[src/rtl/sample_pacer.sv]
// sample_pacer: post-PLL sample-strobe sequencer.
//   After reset release (through a 2-flop synchroniser) it waits a fixed
//   settle window, then emits bursts of one-cycle strobes at a programmable
//   period. Bursts can be aborted with stop.
// Ports:
//   clk, rst            - PLL output clock; async active-high reset
//   start, stop         - burst request (IDLE only) / abort request (RUN only)
//   period, count       - strobe spacing (0 treated as 1) and strobes per burst
//   ready, busy         - idle-and-accepting / burst in progress
//   strobe, sample_idx  - one-cycle sample pulse and its index in the burst
//   done, aborted       - end-of-burst pulse / last burst was stopped
module sample_pacer #(
    parameter int unsigned SETTLE_CYCLES = 1024,
    parameter int unsigned PERIOD_W      = 16,
    parameter int unsigned COUNT_W       = 16
) (
    input  logic                clk,
    input  logic                rst,
    input  logic                start,
    input  logic                stop,
    input  logic [PERIOD_W-1:0] period,
    input  logic [COUNT_W-1:0]  count,
    output logic                ready,
    output logic                busy,
    output logic                strobe,
    output logic [COUNT_W-1:0]  sample_idx,
    output logic                done,
    output logic                aborted
);

    localparam int unsigned SETTLE_W = $clog2(SETTLE_CYCLES) + 1;

    typedef enum logic [1:0] {
        S_SETTLE = 2'd0,
        S_IDLE   = 2'd1,
        S_RUN    = 2'd2,
        S_DONE   = 2'd3
    } state_t;

    // Reset-release synchroniser: bit 1 holds the FSM until the 2nd edge after rst falls
    logic [1:0] rst_sync_q;

    always_ff @(posedge clk or posedge rst) begin
        if (rst) begin
            rst_sync_q <= 2'b11;
        end else begin
            rst_sync_q <= {rst_sync_q[0], 1'b0};
        end
    end

    logic rst_hold;
    assign rst_hold = rst_sync_q[1];

    state_t                state_q, state_d;
    logic [SETTLE_W-1:0]   settle_cnt_q, settle_cnt_d;
    logic [PERIOD_W-1:0]   period_q, period_d;
    logic [PERIOD_W-1:0]   per_cnt_q, per_cnt_d;
    logic [COUNT_W-1:0]    rem_q, rem_d;
    logic [COUNT_W-1:0]    idx_q, idx_d;
    logic                  ready_q, ready_d;
    logic                  busy_q, busy_d;
    logic                  strobe_q, strobe_d;
    logic                  done_q, done_d;
    logic                  aborted_q, aborted_d;

    // Period of zero behaves as back-to-back strobes
    logic [PERIOD_W-1:0]   period_eff;
    assign period_eff = (period == '0) ? PERIOD_W'(1) : period;

    // State and datapath registers
    always_ff @(posedge clk or posedge rst) begin
        if (rst) begin
            state_q      <= S_SETTLE;
            settle_cnt_q <= '0;
            period_q     <= '0;
            per_cnt_q    <= '0;
            rem_q        <= '0;
            idx_q        <= '0;
            ready_q      <= 1'b0;
            busy_q       <= 1'b0;
            strobe_q     <= 1'b0;
            done_q       <= 1'b0;
            aborted_q    <= 1'b0;
        end else begin
            state_q      <= state_d;
            settle_cnt_q <= settle_cnt_d;
            period_q     <= period_d;
            per_cnt_q    <= per_cnt_d;
            rem_q        <= rem_d;
            idx_q        <= idx_d;
            ready_q      <= ready_d;
            busy_q       <= busy_d;
            strobe_q     <= strobe_d;
            done_q       <= done_d;
            aborted_q    <= aborted_d;
        end
    end

    // Next-state and registered-output logic
    always_comb begin
        state_d      = state_q;
        settle_cnt_d = settle_cnt_q;
        period_d     = period_q;
        per_cnt_d    = per_cnt_q;
        rem_d        = rem_q;
        idx_d        = idx_q;
        ready_d      = ready_q;
        busy_d       = busy_q;
        strobe_d     = 1'b0;
        done_d       = 1'b0;
        aborted_d    = aborted_q;

        if (rst_hold) begin
            state_d      = S_SETTLE;
            settle_cnt_d = '0;
            period_d     = '0;
            per_cnt_d    = '0;
            rem_d        = '0;
            idx_d        = '0;
            ready_d      = 1'b0;
            busy_d       = 1'b0;
            aborted_d    = 1'b0;
        end else begin
            case (state_q)
                S_SETTLE: begin
                    if (settle_cnt_q == SETTLE_W'(SETTLE_CYCLES - 1)) begin
                        state_d      = S_IDLE;
                        settle_cnt_d = '0;
                        ready_d      = 1'b1;
                    end else begin
                        settle_cnt_d = settle_cnt_q + SETTLE_W'(1);
                    end
                end

                S_IDLE: begin
                    ready_d = 1'b1;
                    if (start) begin
                        period_d  = period_eff;
                        aborted_d = 1'b0;
                        ready_d   = 1'b0;
                        if (count != '0) begin
                            state_d   = S_RUN;
                            busy_d    = 1'b1;
                            strobe_d  = 1'b1;
                            idx_d     = '0;
                            rem_d     = count - COUNT_W'(1);
                            per_cnt_d = period_eff - PERIOD_W'(1);
                        end else begin
                            state_d = S_DONE;
                            done_d  = 1'b1;
                        end
                    end
                end

                S_RUN: begin
                    // rem_q counts strobes still owed after the latest one
                    if (stop) begin
                        state_d   = S_DONE;
                        busy_d    = 1'b0;
                        done_d    = 1'b1;
                        aborted_d = 1'b1;
                    end else if (rem_q == '0) begin
                        state_d = S_DONE;
                        busy_d  = 1'b0;
                        done_d  = 1'b1;
                    end else if (per_cnt_q == '0) begin
                        strobe_d  = 1'b1;
                        idx_d     = idx_q + COUNT_W'(1);
                        rem_d     = rem_q - COUNT_W'(1);
                        per_cnt_d = period_q - PERIOD_W'(1);
                    end else begin
                        per_cnt_d = per_cnt_q - PERIOD_W'(1);
                    end
                end

                S_DONE: begin
                    state_d = S_IDLE;
                    ready_d = 1'b1;
                end

                default: begin
                    state_d = S_SETTLE;
                end
            endcase
        end
    end

    assign ready      = ready_q;
    assign busy       = busy_q;
    assign strobe     = strobe_q;
    assign sample_idx = idx_q;
    assign done       = done_q;
    assign aborted    = aborted_q;

endmodule

[config.mk]
export PLATFORM = sky130hd
export DESIGN_NAME = sample_pacer
export DESIGN_NICKNAME = d
export VERILOG_FILES = /design/src/rtl/sample_pacer.sv
export SDC_FILE = /design/constraint.sdc
export NUM_CORES = 1
export LEC_CHECK = 0
export BUFFER_PORTS_ARGS = -buffer_cell sky130_fd_sc_hd__buf_4
export CORE_MARGIN = 4
export CORE_UTILIZATION = 30
export CTS_CLUSTER_DIAMETER = 60
export DETAILED_ROUTE_END_ITERATION = 10
export PLACE_DENSITY = 0.55
export SYNTH_ARGS = -nofsm -noshare
export SYNTH_HDL_FRONTEND = slang
export SYNTH_SLANG_ARGS = --single-unit
[constraint.sdc]
create_clock -name clk -period 3.8 [get_ports clk]
set_input_delay 0.76 -clock clk [delete_from_list [all_inputs] [get_ports clk]]
set_output_delay 0.76 -clock clk [all_outputs]
set_load 0.05 [all_outputs]
### Word level (Yosys, flattened, before mapping)

Cells that the tools add are included.

* register bits after elaboration: 84
* input port bits: 36
* word-level logic and storage cells: 110

* $add $sub $neg: 7
* equal/unequal tests: 12
* multiplexer cells: 62
* reduce and logical (&&, ||, !) cells: 17

Operators with widths (number)
* two-way mux 16 bit: 22
* case mux 16 bit (2 select lines): 3
* subtractor 16 x 1 -> 16 bit, second input constant: 5
* zero test 16 bit: 3
* two-way mux 11 bit: 3
* two-way mux 1 bit: 23
* inequality test 3 bit, second input constant: 7
* adder 16 x 1 -> 16 bit, second input constant: 1
* nonzero test 16 bit: 1
* adder 11 x 1 -> 11 bit, second input constant: 1
* equality test 11 x 10 -> 1 bit, second input constant: 1
* two-way mux 2 bit: 5
* case mux 1 bit (2 select lines): 4
* case mux 2 bit (4 select lines): 1
* AND reduction 3 bit: 2
* AND reduction 6 bit: 1
* nonzero test 2 bit: 3
* AND reduction 5 bit: 1
* equality test 2 bit, second input constant: 2
* inequality test 4 bit, second input constant: 1
* AND reduction 2 bit: 2
* AND reduction 4 bit: 1
* nonzero test 4 bit: 1
* case mux 1 bit (3 select lines): 1
* 3 further kinds: 3

### Logic depth before layout (Yosys ltp)

* depth after elaboration: 7
* mapped depth: 17
* gate-level depth less buffers: 11

### Worst setup path before layout

No wires, ideal clock.

* kind: flip-flop to flip-flop
* from: reg state_q[0]
* to: reg rem_q[12]
* library setup time: 0.066 ns
* arrival: 3.887 ns
* required time: 3.734 ns
* slack: -0.153 ns
* stages on the path, launching flop included: 17
* path buffers: 7
* period minus slack after synthesis: 3.953 ns
* path through: dfrtp_1 > inv_1 > ha_1 > buf_4 > buf_6 > clkbuf_1 > clkbuf_1 > clkbuf_1 > buf_2 > mux2i_1 > ha_1 > o221ai_1 > or3_1 > clkbuf_1 > or4_1 > o21ai_0 > a22o_1

* cells in the longest elaborated chain, start to end: 3
* elaborated cells between the ends (all ways): 11
* classes of those cells: eq/ne: 7; mux: 2; reduce/logical: 2

RTL lines
* start, declared: line 54 `state_t state_q, state_d;`
* start signal, assigned: line 85 `state_q <= state_d;`
* equality test 2 bit or equality test 2 x 1 -> 1 bit (tied branches): line 124 `case (state_q)`
* inequality test 3 bit (no source line) (tied with other cells)
* AND reduction 6 bit (no source line) or two-way mux 16 bit (tied branches)
* end signal, assigned: line 89 `rem_q <= rem_d;`
* end, declared: line 58 `logic [COUNT_W-1:0] rem_q, rem_d;`

Parallel ways exist; a longest one is shown, timed or not.
A chain may end at the register's enable or synchronous reset.

### Worst setup path in the final report

* from: reg state_q[0]
* to: reg per_cnt_q[14]

* cells in the longest elaborated chain, start to end: 3
* elaborated cells between the ends (all ways): 10
* classes of those cells: eq/ne: 6; mux: 2; reduce/logical: 2

RTL lines
* equality test 2 bit or equality test 2 x 1 -> 1 bit (tied branches): line 124
* inequality test 3 bit (no source line) (tied with other cells)
* AND reduction 5 bit (no source line) or two-way mux 16 bit (tied branches)
* end signal, assigned: line 88 `per_cnt_q <= per_cnt_d;`
* end, declared: line 57 `logic [PERIOD_W-1:0] per_cnt_q, per_cnt_d;`

Parallel ways exist; a longest one is shown, timed or not.

==> run_results.csv <==
group,metric,value,unit
outcome,outcome,"finished, final reports clean",
floorplanning,dieArea,19900,µm²
clocking,insertion_delay,0.35,ns
worst_setup_path,crit_slowest_cell,"ha_2",
sta,fin_crit_sh,0.889,
worst_setup_path,reg2reg_slack,0.42,ns
sta,tightestPinTransition,0.854,ns
clocking,cts.hold.buffers_added,0,
sta,hold_slack,0.356,ns
clocking,cts_buffers,9,
yosys,synth_top_area_share,0.386,
sta,finalSetupViolations,0,
grt,antenna_found_initial,0,
clocking,tritoncts,"built",
routing,wl_per_cell,16.9,µm
power,combPwrFrac,0.420,
worst_setup_path,critPathBufInv,3,
placed_design,dp_worst_setup_slack,0.369,ns
worst_setup_path,path_cells,"inv_1 > ha_2 > buf_4 > nor2b_1 > a221o_1 > inv_1 > ha_1 > o21a_1 > o211ai_1 > nor3_1 > a211oi_1 > nor4_1",
worst_setup_path,rr_worst_depth,12,
cells_and_area,nets,725,
cells_and_area,finish.utilization,0.362,
routing,dr_total_vias,4990,
grt,overflow,0,
clocking,cts.clk_slew.worst_paths,0.06,ns
worst_setup_path,cp_max_fo,30,
power,power_density,612,nW/µm²
grt,grt_max_degree,45,
run,cap_violations,0,
worst_hold_path,hold_class,"register to register",
routing,viasPerCell,5.48,
worst_hold_path,holdPathEnd,"rst_sync_q[1]",
yosys,ys_warn_count,0,
worst_setup_path,slowest_delay,0.61,ns
sta,slew_viol_final,0,
yosys,seq_area_frac_synth,0.396,
yosys,synthesis.nets,680,
yosys,netlist_instances,636,
worst_setup_path,r2r_end,"per_cnt_q[14]",
routing,drtAntennaViolNets,0,
routing,dr.max_layer_used,"met4",
floorplanning,ios,57,
routing,drc,0,
yosys,synthArstFlopShare,1.00,
sta,finalWorstSetupSlack,0.423,ns
routing,wl,15.4,mm
sta,slew_headroom,0.430,
floorplanning,chipHeight,141,µm
clocking,post_cts_buffers,0,
placed_design,place_inst,895,
worst_setup_path,startpoint_type,"register",
worst_setup_path,cp.arrival,3.61,ns
placed_design,portBuffers,56,
power,seqPwrFrac,0.338,
routing,drtPass1Iterations,4,
clocking,htreeDepth,3,
floorplanning,coreArea,17400,µm²
placed_design,dp_hpwl,11.2,mm
worst_hold_path,hp-start,"rst_sync_q[0]",
power,p_leak,2.52,nW
sta,fin_tns_setup,0,ns
yosys,syn_avg_cell_area,8.36,µm²
yosys,synthTopCellsByCount,"88 x nor2_1, 82 x dfrtp_1, 64 x nand2_1",
yosys,syn-cell-area,5320,µm²
cells_and_area,final_area,6280,µm²
sta,clock_skew,0.00455,ns
power,clock_power_share,0.243,
sta,rsz0062_at_grt,"no",
yosys,synth_edf_count,0,
sta,fin_crit,3.38,ns
floorplanning,dieWidth,141,µm
yosys,synth_top_cell_by_area,"dfrtp_1",
clocking,cts.path.max_buffers,2,
yosys,synth_ff_type,"dfrtp_1",
floorplanning,start_util,0.306,
power,swShare,0.414,
worst_setup_path,critical-path-top-delay-family,"compound AO/OA/AOI/OAI gates",
sta,hold_viol,0,
cells_and_area,instances_no_fill,910,
power,p_int,2.25,mW
power,peakVddDrop,0.348,mV
grt,grt_use_total,0.157,
worst_setup_path,regToRegStartpoint,"state_q[0]",
clocking,cts_num_sinks,84,
placed_design,place_area,5980,µm²
routing,wl_met3,809,µm
power,switching_power,1.59,mW
grt,grt_pass1_vias,4808,
routing,drtIter0Drc,286,
yosys,ys_ff_latch,84,
cells_and_area,drive_gt1_frac,0.152,
routing,wl_met2,7.46,mm
yosys,synth_most_common_cell,"nor2_1",
worst_hold_path,holdPathStages,0,
cells_and_area,n_antenna_cell,0,
yosys,ys_types,65,
clocking,cts.repair.resized,0,
worst_setup_path,end_kind,"register",
yosys,synth_area_leaders,"dfrtp_1 39%, nor2_1 6.2%, nand2_1 4.5%, xnor2_1 4.0%, a21oi_1 3.7%",
worst_setup_path,crit_required,4.03,ns
power,power,3.85,mW
worst_setup_path,path_class,"register to register",
placed_design,gp_congestion,0.881,
clocking,cts_root_buf,"clkbuf_16",
cells_and_area,syn_to_final_growth,18.2,%
routing,drt-met1-wl,7.03,mm
grt,grt_first_pass_wirelength,25.3,mm
worst_setup_path,cp_common_cell,"inv_1",
floorplanning,num_rows,48,
sta,fmax,0.296,GHz
area by class of cell:
type	instances	area, µm²
flip-flops and latches	84	2100
repair buffers	71	546
clock inverters	5	77.6
well taps	225	282
inverters	11	42.5
clock buffers	10	229
fillers	1798	11100
multi-input cells	504	3000
worst max path at each step:
stage                           from       endpoint  slack (ns)  cells past startpoint
after floorplan           state_q[0]      rem_q[12]        0.03                     16
after global placement     period[4]   per_cnt_q[8]        0.47                     10
after detailed placement   period[4]  per_cnt_q[14]        0.37                     11
after CTS                 state_q[0]  per_cnt_q[14]        0.46                     12
after global routing      state_q[0]      rem_q[13]        0.18                     10
final                     state_q[0]  per_cnt_q[14]        0.42                     12
placed cells by master (no fill, tap or decap), drive strengths merged, types with 9 or more instances in the layout:
| cell type | instances |
|---|---|
| a211oi | 15 |
| a21oi | 40 |
| a31oi | 10 |
| buf | 71 |
| clkbuf | 10 |
| dfrtp | 82 |
| inv | 10 |
| nand2 | 65 |
| nand2b | 9 |
| nand3 | 11 |
| nor2 | 88 |
| nor3 | 30 |
| nor4 | 21 |
| o21ai | 38 |
| o22ai | 10 |
| or4 | 12 |
| xnor2 | 24 |
| xor2 | 11 |
cells by family after synthesis:
kind of cell               share of synthesized area
muxes                                         0.0132
DFF                                            0.396
buffers and inverters                         0.0402
and+or+nand+nor                                0.265
adders and majority gates                     0.0188
xor gates and xnor gates                      0.0577
other                                       0.000705
AOI/OAI and AO/OA                              0.208
power by group through the flow:
stage	clock network [mW]	registers [mW]	logic (mW)
floorplan	0	1.27	1.16
global route	0.997	1.33	1.80
detailed placement	0	1.31	1.61
global placement	0	1.30	1.58
finish	0.934	1.30	1.61
CTS	0.959	1.29	1.61
per-layer routing:
layer	GRT usage	vias to the layer above
li1	-	2411
met3	0.0393	9
met2	0.259	112
met4	0.0270	0
met5	0	-
met1	0.211	2458
registers in the layout, indices dropped and copies added, names as in the netlist:
signal / count
rst_sync_q: 2
busy: 1
done: 1
period_q: 16
rem_q: 16
per_cnt_q: 16
strobe: 1
aborted: 1
sample_idx: 16
settle_cnt_q: 11
ready: 1
state_q: 2
(Power assumes the default switching activity.)
